--- src/rtl/uart_ascii_rx.sv ---
// UART byte receiver feeding CharDisplay's ascii/ascii_val strobe, 16x oversampled in the clk domain.
// Define UART_ASCII_RX_PARITY_EN for 8E1 frames with parity checking; default build is 8N1.
module uart_ascii_rx #(
    parameter int unsigned p_clk_freq = 50_000_000,
    parameter int unsigned p_baud     = 115_200
) (
    input  logic       clk,
    input  logic       rst,
    input  logic       rx,
    output logic [7:0] ascii,
    output logic       ascii_val,
    output logic       frame_err
);

    localparam int unsigned DIV_RAW = (p_clk_freq + 8 * p_baud) / (16 * p_baud);
    localparam int unsigned p_div   = (DIV_RAW < 1) ? 1 : DIV_RAW;
    localparam int unsigned DIV_W   = (p_div > 1) ? $clog2(p_div) : 1;
    localparam logic [DIV_W-1:0] DIV_LAST = DIV_W'(p_div - 1);

    localparam logic [2:0] ST_IDLE   = 3'd0;
    localparam logic [2:0] ST_START  = 3'd1;
    localparam logic [2:0] ST_DATA   = 3'd2;
    localparam logic [2:0] ST_STOP   = 3'd4;
`ifdef UART_ASCII_RX_PARITY_EN
    localparam logic [2:0] ST_PARITY = 3'd3;
`endif

    logic [1:0]       sync_q;
    logic [1:0]       fill_q;
    logic             rx_s;

    logic [2:0]       state_q, state_d;
    logic [DIV_W-1:0] div_q, div_d;
    logic [3:0]       os_q, os_d;
    logic [2:0]       bit_q, bit_d;
    logic [7:0]       shift_q, shift_d;
    logic [7:0]       ascii_q, ascii_d;
    logic             val_q, val_d;
    logic             ferr_q, ferr_d;
    logic             armed_q, armed_d;
    logic             tick;
    logic             frame_ok;
`ifdef UART_ASCII_RX_PARITY_EN
    logic             perr_q, perr_d;
`endif

    // fill_q marks when the synchroniser holds a genuine line sample rather than its reset value
    always_ff @(posedge clk or negedge rst) begin
        if (!rst) begin
            sync_q <= '1;
            fill_q <= '0;
        end else begin
            sync_q <= {sync_q[0], rx};
            fill_q <= {fill_q[0], 1'b1};
        end
    end

    assign rx_s = sync_q[1];
    assign tick = (state_q != ST_IDLE) && (div_q == DIV_LAST);

`ifdef UART_ASCII_RX_PARITY_EN
    assign frame_ok = rx_s && !perr_q;
`else
    assign frame_ok = rx_s;
`endif

    always_comb begin
        state_d = state_q;
        div_d   = div_q;
        os_d    = os_q;
        bit_d   = bit_q;
        shift_d = shift_q;
        ascii_d = ascii_q;
        val_d   = 1'b0;
        ferr_d  = 1'b0;
        armed_d = armed_q;
`ifdef UART_ASCII_RX_PARITY_EN
        perr_d  = perr_q;
`endif

        if (fill_q[1] && rx_s) begin
            armed_d = 1'b1;
        end

        if (state_q != ST_IDLE) begin
            div_d = tick ? '0 : div_q + DIV_W'(1);
        end
        if (tick) begin
            os_d = os_q + 4'd1;
        end

        case (state_q)
            ST_IDLE: begin
                div_d = '0;
                os_d  = '0;
                // armed_q blocks a line that is low from reset or still in a break
                if (armed_q && !rx_s) begin
                    state_d = ST_START;
                    bit_d   = '0;
`ifdef UART_ASCII_RX_PARITY_EN
                    perr_d  = 1'b0;
`endif
                end
            end
            ST_START: begin
                if (tick && os_q == 4'd7) begin
                    if (rx_s) begin
                        state_d = ST_IDLE;
                    end else begin
                        os_d    = '0;
                        state_d = ST_DATA;
                    end
                end
            end
            ST_DATA: begin
                if (tick && os_q == 4'd15) begin
                    shift_d = {rx_s, shift_q[7:1]};
                    bit_d   = bit_q + 3'd1;
                    if (bit_q == 3'd7) begin
`ifdef UART_ASCII_RX_PARITY_EN
                        state_d = ST_PARITY;
`else
                        state_d = ST_STOP;
`endif
                    end
                end
            end
`ifdef UART_ASCII_RX_PARITY_EN
            ST_PARITY: begin
                if (tick && os_q == 4'd15) begin
                    if (rx_s != ^shift_q) begin
                        perr_d = 1'b1;
                    end
                    state_d = ST_STOP;
                end
            end
`endif
            ST_STOP: begin
                // leaving at mid-stop lets a back-to-back start edge be caught on time
                if (tick && os_q == 4'd15) begin
                    state_d = ST_IDLE;
                    if (frame_ok) begin
                        ascii_d = shift_q;
                        val_d   = 1'b1;
                    end else begin
                        ferr_d = 1'b1;
                        if (!rx_s) begin
                            armed_d = 1'b0;
                        end
                    end
                end
            end
            default: begin
                state_d = ST_IDLE;
            end
        endcase
    end

    always_ff @(posedge clk or negedge rst) begin
        if (!rst) begin
            state_q <= ST_IDLE;
            div_q   <= '0;
            os_q    <= '0;
            bit_q   <= '0;
            shift_q <= '0;
            ascii_q <= '0;
            val_q   <= 1'b0;
            ferr_q  <= 1'b0;
            armed_q <= 1'b0;
`ifdef UART_ASCII_RX_PARITY_EN
            perr_q  <= 1'b0;
`endif
        end else begin
            state_q <= state_d;
            div_q   <= div_d;
            os_q    <= os_d;
            bit_q   <= bit_d;
            shift_q <= shift_d;
            ascii_q <= ascii_d;
            val_q   <= val_d;
            ferr_q  <= ferr_d;
            armed_q <= armed_d;
`ifdef UART_ASCII_RX_PARITY_EN
            perr_q  <= perr_d;
`endif
        end
    end

    assign ascii     = ascii_q;
    assign ascii_val = val_q;
    assign frame_err = ferr_q;

endmodule
--- config.mk ---
export PLATFORM = sky130hd
export DESIGN_NAME = uart_ascii_rx
export DESIGN_NICKNAME = d
export VERILOG_FILES = /design/src/rtl/uart_ascii_rx.sv
export SDC_FILE = /design/constraint.sdc
export NUM_CORES = 1
export LEC_CHECK = 0
export BUFFER_PORTS_ARGS = -buffer_cell sky130_fd_sc_hd__buf_2
export CORE_ASPECT_RATIO = 1.25
export CORE_MARGIN = 10
export CORE_UTILIZATION = 47
export CTS_CLUSTER_DIAMETER = 120
export DETAILED_ROUTE_END_ITERATION = 6
export PLACE_DENSITY = 0.68
export SYNTH_ARGS = -nofsm -noshare
export SYNTH_HDL_FRONTEND = slang
export SYNTH_SLANG_ARGS = --single-unit
export TNS_END_PERCENT = 100
--- constraint.sdc ---
create_clock -name clk -period 1.8 [get_ports clk]
set_input_delay 0.18 -clock clk [delete_from_list [all_inputs] [get_ports clk]]
set_output_delay 0.18 -clock clk [all_outputs]
set_load 0.05 [all_outputs]
==> metrics.cfg, run 1 <==
[setup_path]
end_kind = flop
worst-r2r-setup-slack_ps = -200
critPathKind = reg2reg
worst-path-max-fanout = 4
cp_slowest_cell = dfrtp_1
critPathTopFamily = simple AND/OR/NAND/NOR gates
path_cells = inv_1, ha_2, and4b_2, nand4_4, nor4_4, buf_4, mux2_4
critical_path.startpoint_type = flop
max_stage_delay_ps = 380
arrival_ps = 2190
path_buf_inv = 2
cp_data_required_time_ps = 1980

[timing]
fin_ws_ps = -205
rsz0062_at_grt = yes
hold_viol = 0
worst_clock_skew_ps = 3.28
slew_violations = 0
max_clock_freq_ghz = 0.499
tightest_slew_ps = 795
final.min_clock_period_ps = 2000
min_period_over_period_pct = 111
holdWs_ps = 354
max-slew-margin-rel_pct = 47.0
finalSetupViolCount = 20

[pwr]
total_power_mw = 2.23
irDropWorstVdd_uv = 869
p_per_area_mw_per_mm2 = 1070
p_leak_nw = 1.05

[routing]
totalWireLength_mm = 3.05
ant_nets = 0
drt_iter0_drc = 36
drc = 0
vias = 1057
vias_per_cell = 5.21
wl_per_cell_um = 15.0
first_pass_iters = 4

[final_layout]
syn_to_final_growth_pct = 30.0
fin_nets = 173
diodes = 0
fin_cells = 203
drive_gt1_share_pct = 41.6
fill_cells = 239

[clock_network]
insertion_delay_ps = 290
h-tree-depth = 2
cts_sinks = 38
clk_pin_slew_ps = 70
cts_inserted_buffers = 5
cts_tree = built
max-clock-path-buffers = 2
root_buffer = clkbuf_8

[placement]
place_inst = 183
port_buffers = 12
globalplace.congestion = 0.754
hpwl_mm = 1.99

[synth]
synth_area_leaders = dfrtp_1 (56%), mux2_2 (13%), ha_1 (3.9%)
ys_top_cells_by_count = dfrtp_1 (36), mux2_2 (18), nor2_1 (14)
yosysSeqAreaShare_pct = 59.5
synth_most_common_cell = dfrtp_1
synth_seq_cells = 38
syn_inst = 125
yosysTopAreaCellShare_pct = 56.3
yosysTopAreaCell = dfrtp_1
yosysUniqueCellTypes = 29
synth_area_sq_mm = 0.00160
avgSynthCellArea_sq_um = 12.8
ys_dominant_reg_cell = dfrtp_1
async_flop_share_pct = 100
syn-num-nets = 133
synth_edf_count = 0
yosysWarnings = 0

[job]
max_cap_viol_count = 0

[grt]
grt_first_pass_wirelength_mm = 5.25
antenna_found_initial = 0
gr-total-overflow = 0
grt_pass1_vias = 1104
grt_max_degree = 39
grtUsageTotal_pct = 10.9

[die]
rows = 23
core_area_sq_mm = 0.00325
dieWidth_um = 72.2
die_h_um = 85.3
initial_utilization_pct = 49.2
ios = 13
die-area_sq_mm = 0.00616

[outcome]
violations = negative setup slack
status = finished with violations

[hold_path]
hp-class = reg2reg

## layer usage
| layer | share of wire [%] | global-route usage (%) | vias up |
|---|---|---|---|
| li1 | - | - | 511 |
| met1 | 43 | 11.7 | 522 |
| met2 | 51 | 17.8 | 18 |
| met3 | 4.2 | 3.15 | 6 |
| met4 | 2.2 | 7.41 | 0 |
| met5 | 0 | 0 | - |
## state kept, by name, summed over array words and instances (netlist names)
signal and cells:
frame_err 1, div_q 5, fill_q 2, sync_q 2
bit_q 3, ascii_val 1, os_q 4, armed_q 1
ascii 8, state_q 3, shift_q 8
## final timing paths
kind / to / cells past startpoint / startpoint
max: ascii[7]$_DFFE_PN0P_ / 7 / div_q[0]$_DFF_PN0_
min: fill_q[1]$_DFF_PN0_ / 0 / fill_q[0]$_DFF_PN0_
max reg2reg: ascii[7]$_DFFE_PN0P_ / 7 / div_q[0]$_DFF_PN0_
min reg2reg: fill_q[1]$_DFF_PN0_ / 0 / fill_q[0]$_DFF_PN0_
max in group asynchronous: state_q[1]$_DFFE_PN0P_ / 2 / rst
min in group asynchronous: state_q[0]$_DFFE_PN0P_ / 2 / rst
## cell type report
class	count	area, sq um	area share (%)
Tap cell	37	46.3	2.22
Clock inverter	3	68.8	3.31
Sequential cell	38	953	45.8
Multi-Input combinational cell	81	673	32.3
Clock buffer	5	68.8	3.31
Inverter	3	11.3	0.541
Timing Repair Buffer	36	260	12.5
## logic make-up (layout without fill, tap and decap cells)
| family | after synthesis | after routing | share of synthesized area (%) |
|---|---|---|---|
| multiplexers | 18 | 18 | 12.7 |
| flip-flops | 38 | 38 | 59.5 |
| buffers and inverters | 6 | 47 | 1.48 |
| other | 1 | 1 | 0.234 |
| AO/OA/AOI/OAI | 12 | 12 | 4.77 |
| adder cells (fa/ha/maj) | 5 | 5 | 3.91 |
| XOR/XNOR | 6 | 6 | 3.28 |
| AND/OR/NAND/NOR | 39 | 39 | 14.1 |
## metrics by stage
| step | instance area (sq um) | setup TNS, ps | utilization (%) | setup slack [ps] |
|---|---|---|---|---|
| 2_1_floorplan | 1600 | -1360 | - | -161 |
| 3_3_place_gp | 1790 | -729 | 54.9 | -75.2 |
| 3_5_place_dp | 1790 | -1760 | 54.9 | -164 |
| 4_1_cts | 2010 | -2310 | 61.7 | -159 |
| 5_1_grt | 2080 | -4360 | 64.0 | -278 |
| 6_report | 2080 | -2850 | 64.0 | -205 |
## where the power goes
| part | total, mW | switching [mW] | internal (mW) | leakage, nW |
|---|---|---|---|---|
| combinational | 0.369 | 0.172 | 0.197 | 0.487 |
| sequential | 1.00 | 0.0605 | 0.943 | 0.496 |
| clock | 0.855 | 0.300 | 0.555 | 0.0683 |
| total | 2.23 | 0.532 | 1.69 | 1.05 |
## cell usage in the layout (no fill, tap or decap), types with 4 or more instances in the layout
cell and n:
buf_2 12, buf_4 18, buf_6 4, clkbuf_8 5, dfrtp_1 36, ha_1 4
mux2_2 9, mux2_4 9, nand2_1 6, nor2_1 13, o21ai_0 5
## what timing repair did
item,4_1_cts,5_1_grt
hold buffers,2,0
gates resized for setup,8,12
hold endpoints to repair,18,0
pin swaps,2,3
endpoints found under the setup margin,19,25
setup buffers,4,4
gates cloned,2,0
Note: power is estimated with default switching activity, not from simulation.
==> inputs of run 2 (changes only) <==
--- a/config.mk
+++ b/config.mk
@@ -11,7 +11,7 @@
 export CORE_UTILIZATION = 47
 export CTS_CLUSTER_DIAMETER = 120
 export DETAILED_ROUTE_END_ITERATION = 6
-export PLACE_DENSITY = 0.68
+export PLACE_DENSITY = 0.76
 export SYNTH_ARGS = -nofsm -noshare
 export SYNTH_HDL_FRONTEND = slang
 export SYNTH_SLANG_ARGS = --single-unit
==> run 2 against run 1 <==
Against the previous run: the run ends with negative hold slack, negative setup slack left; critical path depth unchanged; clock skew up 2.4 ps; first-iteration DRC count down 33%; fmax up 6.0%; via count down 3.9%; core utilization down 3.5 points; sequential cell count unchanged; wire length down 12%; die area unchanged; worst setup slack better by 110 ps.
==> metrics.cfg, run 2 (synthesis gave the netlist of run 1 again) <==
[outcome]
status = finished with violations
violations = negative hold slack, negative setup slack

[setup_path]
worst-r2r-setup-slack_ps = -90  ; +110 ps
reg2reg_depth = 7  ; unchanged
critical_path.startpoint_type = flop
arrival_ps = 2060  ; -130 ps
cp_data_required_time_ps = 1970  ; about the same
rr_startpoint = div_q[0]$_DFF_PN0_
worst-path-max-fanout = 9  ; +5
timing.rr.end = ascii[6]$_DFFE_PN0P_
end_kind = flop
critPathKind = reg2reg

[job]
max_cap_viol_count = 0  ; unchanged

[pwr]
p_leak_nw = 0.999  ; -5.1%
irDropWorstVdd_uv = 967  ; +11%
p_per_area_mw_per_mm2 = 1040  ; -2.5%

[clock_network]
root_buffer = clkbuf_8
cts_inserted_buffers = 5  ; unchanged
cts_sinks = 38  ; unchanged
insertion_delay_ps = 280  ; about the same
max-clock-path-buffers = 2  ; unchanged
clk_pin_slew_ps = 70  ; about the same
cts_tree = built
h-tree-depth = 2  ; unchanged

[timing]
rsz0062_at_grt = yes
worst_clock_skew_ps = 5.65  ; +2.36 ps
hold_viol = 36  ; +36
tightest_slew_ps = 802  ; +6.97 ps
finalSetupViolCount = 19  ; -5.0%
fin_ws_ps = -90.8  ; +114 ps
holdWs_ps = -18.7  ; -373 ps
max_clock_freq_ghz = 0.529  ; +6.0%
final.min_clock_period_ps = 1890  ; -114 ps
min_period_over_period_pct = 105  ; -6.3 points
slew_violations = 0  ; unchanged
max-slew-margin-rel_pct = 46.5  ; -0.46 points

[final_layout]
multi_input_area_sq_um = 644  ; -4.3%
layout_commonest_cell = dfrtp_1
fill_cells = 266  ; +11%
diodes = 0  ; unchanged
fin_cells = 197  ; -3.0%
syn_to_final_growth_pct = 22.8
area.sequential_sq_um = 953  ; unchanged
fin_nets = 167  ; -3.5%
layout_common_cells = dfrtp_1 (36), mux2_2 (17), buf_4 (15)
drive_gt1_share_pct = 38.8  ; -2.8 points

[routing]
wl_per_cell_um = 13.6  ; -9.3%
drt_iter0_drc = 24  ; -33%
vias = 1016  ; -3.9%
ant_nets = 0  ; unchanged
vias_per_cell = 5.16  ; -0.95%
first_pass_iters = 4  ; unchanged
drc = 0  ; unchanged
totalWireLength_mm = 2.68  ; -12%

[placement]
hpwl_mm = 1.88  ; -5.4%
port_buffers = 12  ; unchanged
place_inst = 183  ; unchanged
globalplace.congestion = 0.710  ; -5.9%

[grt]
antenna_found_initial = 0  ; unchanged
gr-total-overflow = 0  ; unchanged
grt_pass1_vias = 1072  ; -2.9%
grt_max_degree = 39  ; unchanged
grtUsageTotal_pct = 9.41  ; -1.5 points
grt_first_pass_wirelength_mm = 4.64  ; -12%

[die]
ios = 13  ; unchanged
die_h_um = 85.3  ; unchanged
core_area_sq_mm = 0.00325  ; unchanged
initial_utilization_pct = 49.2  ; unchanged
rows = 23  ; unchanged
dieWidth_um = 72.2  ; unchanged
die-area_sq_mm = 0.00616  ; unchanged

[hold_path]
hp-class = in2async

[run 2: changes by cell type in the layout (fill, tap and decap cells not counted)]
cell	previous run	this run
a21oi_1	3	2
a21oi_2	0	1
buf_4	18	15
buf_6	4	2
bufinv_16	2	1
clkbuf_1	0	2
clkinv_4	1	0
dlygate4sd3_1	2	1
ha_1	4	5
ha_2	1	0
mux2_2	9	17
mux2_4	9	1
[run 2: worst max-delay path by stage]
| stage | cells after the start | slack [ps] | to | startpoint |
|---|---|---|---|---|
| after floorplan | 6 | -160 | ascii[0]$_DFFE_PN0P_ | div_q[0]$_DFF_PN0_ |
| after global routing | 7 | -220 | ascii[5]$_DFFE_PN0P_ | div_q[0]$_DFF_PN0_ |
| final | 7 | -90 | ascii[6]$_DFFE_PN0P_ | div_q[0]$_DFF_PN0_ |
| after CTS | 7 | -90 | ascii[6]$_DFFE_PN0P_ | div_q[0]$_DFF_PN0_ |
| after detailed placement | 7 | -130 | ascii[0]$_DFFE_PN0P_ | div_q[0]$_DFF_PN0_ |
| after global placement | 7 | -80 | ascii[0]$_DFFE_PN0P_ | div_q[0]$_DFF_PN0_ |
[run 2: through the flow]
stage | cell area (sq um) | utilization (%) | setup TNS [ps] | worst slack (ps) | total power [mW]
after floorplan | 1600 | - | -1360 | -161 | 1.20
after global placement | 1790 | 54.9 | -918 | -83.4 | 1.31
after detailed placement | 1790 | 54.9 | -1500 | -133 | 1.34
after CTS | 1920 | 59.2 | -931 | -93.1 | 2.06
after global routing | 1970 | 60.5 | -3470 | -223 | 2.17
final | 1970 | 60.5 | -1210 | -90.8 | 2.05
[run 2: metal layers]
metal / track usage, % / wire, um
met4: 3.70 / 39
met5: 0 / 0
met1: 9.49 / 1140
met2: 16.5 / 1380
met3: 3.96 / 126
[run 2: final cells by class]
cell class | instances | share of cell area (%)
Sequential cell | 38 | 48.5
Multi-Input combinational cell | 81 | 32.8
Timing Repair Buffer | 30 | 10.4
Clock buffer | 7 | 3.88
Tap cell | 37 | 2.35
Clock inverter | 1 | 1.53
Inverter | 3 | 0.573
[run 2: critical path: stages (launching register included)]
cell,delay [ps]
dfrtp_1,380
inv_1,60
ha_1,150
and4b_2,270
nand4_4,150
nor4_4,250
buf_6,180
mux2_2,340
[run 2: repair_timing]
action                                 in CTS  in global routing
setup endpoints to repair                  19                 24
hold buffers                                1                  0
endpoints found under the hold margin       1                  0
pin swaps                                   3                  2
buffers inserted                            2                  3
resized for setup                           2                  5
[run 2: report_power, final]
part	switching (mW)	total (mW)	internal [mW]	leakage [nW]
Clock	0.274	0.689	0.414	0.0524
Combinational	0.167	0.359	0.193	0.450
Sequential	0.0603	1.00	0.943	0.496
Total	0.501	2.05	1.55	0.999
==> inputs of run 3 (changes only) <==
--- a/config.mk
+++ b/config.mk
@@ -5,13 +5,16 @@
 export SDC_FILE = /design/constraint.sdc
 export NUM_CORES = 1
 export LEC_CHECK = 0
-export BUFFER_PORTS_ARGS = -buffer_cell sky130_fd_sc_hd__buf_2
+export CELL_PAD_IN_SITES_DETAIL_PLACEMENT = 1
+export CELL_PAD_IN_SITES_GLOBAL_PLACEMENT = 1
 export CORE_ASPECT_RATIO = 1.25
 export CORE_MARGIN = 10
 export CORE_UTILIZATION = 47
+export CTS_BUF_LIST = sky130_fd_sc_hd__clkbuf_2 sky130_fd_sc_hd__clkbuf_4 sky130_fd_sc_hd__clkbuf_8
 export CTS_CLUSTER_DIAMETER = 120
 export DETAILED_ROUTE_END_ITERATION = 6
-export PLACE_DENSITY = 0.76
+export DONT_BUFFER_PORTS = 1
+export PLACE_DENSITY = 0.83
 export SYNTH_ARGS = -nofsm -noshare
 export SYNTH_HDL_FRONTEND = slang
 export SYNTH_SLANG_ARGS = --single-unit
==> run 3 against run 2 <==
Against the previous run: via count up 8.4%; cell area rose by 1.7%; largest cell class unchanged; die area unchanged; first-iteration DRC count is 54% higher; sequential share of layout area is 0.79 points lower; critical endpoint is now bit_q[0]$_DFFE_PN0P_; largest power group unchanged; the flow finishes with violations (negative setup slack); highest routed layer unchanged; global-route usage up 6.2 points; critical path type unchanged; sequential cell count did not move; clock power fell by 8.4%.
==> metrics.cfg, run 3 (synthesis gave the netlist of run 1 again) <==
[grt]
gr-total-overflow = 0  ; unchanged
busiest_layer = met2
grt_pass1_vias = 1284  ; +20%
grtUsageMet1_pct = 15.0  ; +5.5 points
gr-usage-met2_pct = 28.2  ; +12 points
antenna_found_initial = 0  ; unchanged
grtUsageTotal_pct = 15.6  ; +6.2 points
grt_use_met3_pct = 4.66  ; +0.70 points
grt_max_degree = 39  ; unchanged
grt_first_pass_wirelength_mm = 7.18  ; +55%

[final_layout]
postLayoutCellArea_sq_mm = 0.00200  ; +1.7%
final_util_pct = 61.5  ; +1.0 points
area.sequential_sq_um = 953  ; unchanged
layout_commonest_cell = dfrtp_1
fill_cells = 310  ; +17%
layout_common_cells = dfrtp_1 (36), buf_4 (14), nor2_1 (13)
multi_input_area_sq_um = 696  ; +8.0%
drive_gt1_share_pct = 37.1  ; -1.7 points
fin_nets = 158  ; -5.4%
diodes = 0  ; unchanged
syn_to_final_growth_pct = 24.8

[setup_path]
cp_data_required_time_ps = 1980  ; about the same
max_stage_delay_ps = 420  ; +40 ps
critPathKind = reg2reg
path_buf_inv = 2  ; unchanged
rr_startpoint = div_q[0]$_DFF_PN0_
critical_path.startpoint_type = flop
end_kind = flop
critPathLaunch = div_q[0]$_DFF_PN0_
critPathTopFamily = flip-flops
worst-path-max-fanout = 4  ; -5
reg2reg_depth = 7  ; unchanged
cp_slowest_cell = dfrtp_1
arrival_ps = 2200  ; +140 ps
crit_cells = 7  ; unchanged
path_cells = inv_2, ha_4, and4b_2, nand4_4, buf_6, a2111o_1, mux2_4

[pwr]
internal_power_mw = 1.47  ; -5.5%
combPwrFrac_pct = 20.3  ; +2.8 points
irDropWorstVdd_uv = 731  ; -24%
p_sw_share_pct = 29.7  ; +5.2 points
p_per_area_mw_per_mm2 = 1040  ; -0.12%
power_frac_clock_pct = 30.3  ; -3.3 points
p_switching_mw = 0.618  ; +23%
p_leak_nw = 0.963  ; -3.5%
share_seq_of_total_power_pct = 49.4  ; +0.5 points

[timing]
fin_ws_ps = -218  ; -127 ps
holdWs_ps = 345  ; +364 ps
hold_viol = 0  ; -100%
tightest_slew_ps = 535  ; -267 ps
slew_violations = 0  ; unchanged
finalSetupViolCount = 20  ; +1
worst_clock_skew_ps = 4.17  ; -1.47 ps
rsz0062_at_grt = yes
max-slew-margin-rel_pct = 64.4  ; +18 points
min_period_over_period_pct = 112  ; +7.0 points
final.min_clock_period_ps = 2020  ; +127 ps
max_clock_freq_ghz = 0.496  ; -6.3%

[placement]
hpwl_mm = 2.63  ; +40%
placed_area_sq_mm = 0.00172  ; -3.8%
pre_cts_ws_ps = -226  ; -93.7 ps
globalplace.congestion = 0.789  ; +11%
port_buffers = 0  ; -12

[clock_network]
root_buffer = clkbuf_8
h-tree-depth = 2  ; unchanged
cts_sinks = 38  ; unchanged
clk_pin_slew_ps = 80  ; about the same
insertion_delay_ps = 300  ; +20 ps
cts_tree = built
cts_inserted_buffers = 5  ; unchanged
max-clock-path-buffers = 2  ; unchanged

[die]
initial_utilization_pct = 49.2  ; unchanged
ios = 13  ; unchanged
core_area_sq_mm = 0.00325  ; unchanged
die-area_sq_mm = 0.00616  ; unchanged
dieWidth_um = 72.2  ; unchanged
rows = 23  ; unchanged
die_h_um = 85.3  ; unchanged

[routing]
first_pass_iters = 4  ; unchanged
totalWireLength_mm = 4.55  ; +69%
drc = 0  ; unchanged
ant_nets = 0  ; unchanged
drt_iter0_drc = 37  ; +54%
vias_per_cell = 5.86  ; +14%
vias = 1101  ; +8.4%
wl_per_cell_um = 24.2  ; +78%

[outcome]
violations = negative setup slack
status = finished with violations

[hold_path]
hp-class = in2async

[job]
max_cap_viol_count = 0  ; unchanged

[run 3: cell types whose count changed in the layout (fill, tap and decap cells not counted), sizes merged]
cell         previous run  this run
clkbuf                  7         6
bufinv                  1         0
clkinvlp                0         1
buf                    29        19
inv                     3         4
dlygate4sd3             1         2
[run 3: what timing repair did]
action / CTS / global route
gates resized for setup: 14 / 9
hold buffers: 3 / 0
setup endpoints to repair: 19 / 24
hold endpoints to repair: 39 / 0
buffers inserted: 2 / 4
gates cloned: 1 / 0
pin swaps: 5 / 4
[run 3: final cells by class]
| class | instances | share of cell area (%) |
|---|---|---|
| Multi-Input combinational cell | 81 | 34.8 |
| Timing Repair Buffer | 21 | 9.70 |
| Tap cell | 37 | 2.32 |
| Inverter | 3 | 0.563 |
| Clock inverter | 2 | 0.814 |
| Sequential cell | 38 | 47.7 |
| Clock buffer | 6 | 4.13 |
[run 3: stage by stage]
stage          power [mW]  cells  TNS (ps)
3_3_place_gp         1.30    170      -597
4_1_cts              2.05    184     -2650
5_1_grt              2.18    188     -4250
2_1_floorplan        1.20    125     -1360
6_report             2.08    188     -2960
3_5_place_dp         1.36    170     -3070
[run 3: final timing paths]
kind,slack [ps],end
max in group asynchronous,1200,sync_q[1]$_DFF_PN1_
worst min-delay path,350,os_q[1]$_DFF_PN0_
worst max-delay path,-220,bit_q[0]$_DFFE_PN0P_
worst min register to register,370,sync_q[1]$_DFF_PN1_
min in group clk,370,sync_q[1]$_DFF_PN1_
worst max register to register,-220,bit_q[0]$_DFFE_PN0P_
[run 3: worst register-to-register path, delay by kind of cell (launching register included)]
family / cells / cell delay (ps)
multiplexers: 1 / 290
flip-flops: 1 / 420
buffers and inverters: 2 / 250
adder cells (fa/ha/maj): 1 / 120
AO/OA/AOI/OAI: 1 / 420
AND/OR/NAND/NOR: 2 / 410
[run 3: power groups by stage]
| stage | logic [mW] | clock network [mW] | registers (mW) |
|---|---|---|---|
| 2_1_floorplan | 0.178 | 0 | 1.02 |
| 3_3_place_gp | 0.285 | 0 | 1.01 |
| 3_5_place_dp | 0.333 | 0 | 1.03 |
| 4_1_cts | 0.385 | 0.645 | 1.02 |
| 5_1_grt | 0.461 | 0.683 | 1.04 |
| 6_report | 0.423 | 0.631 | 1.03 |
[run 3: layer usage]
layer,up-vias,share of wire [%]
met5,-,0
met4,0,4.6
met2,27,54
met3,20,4.2
met1,569,37
li1,485,-
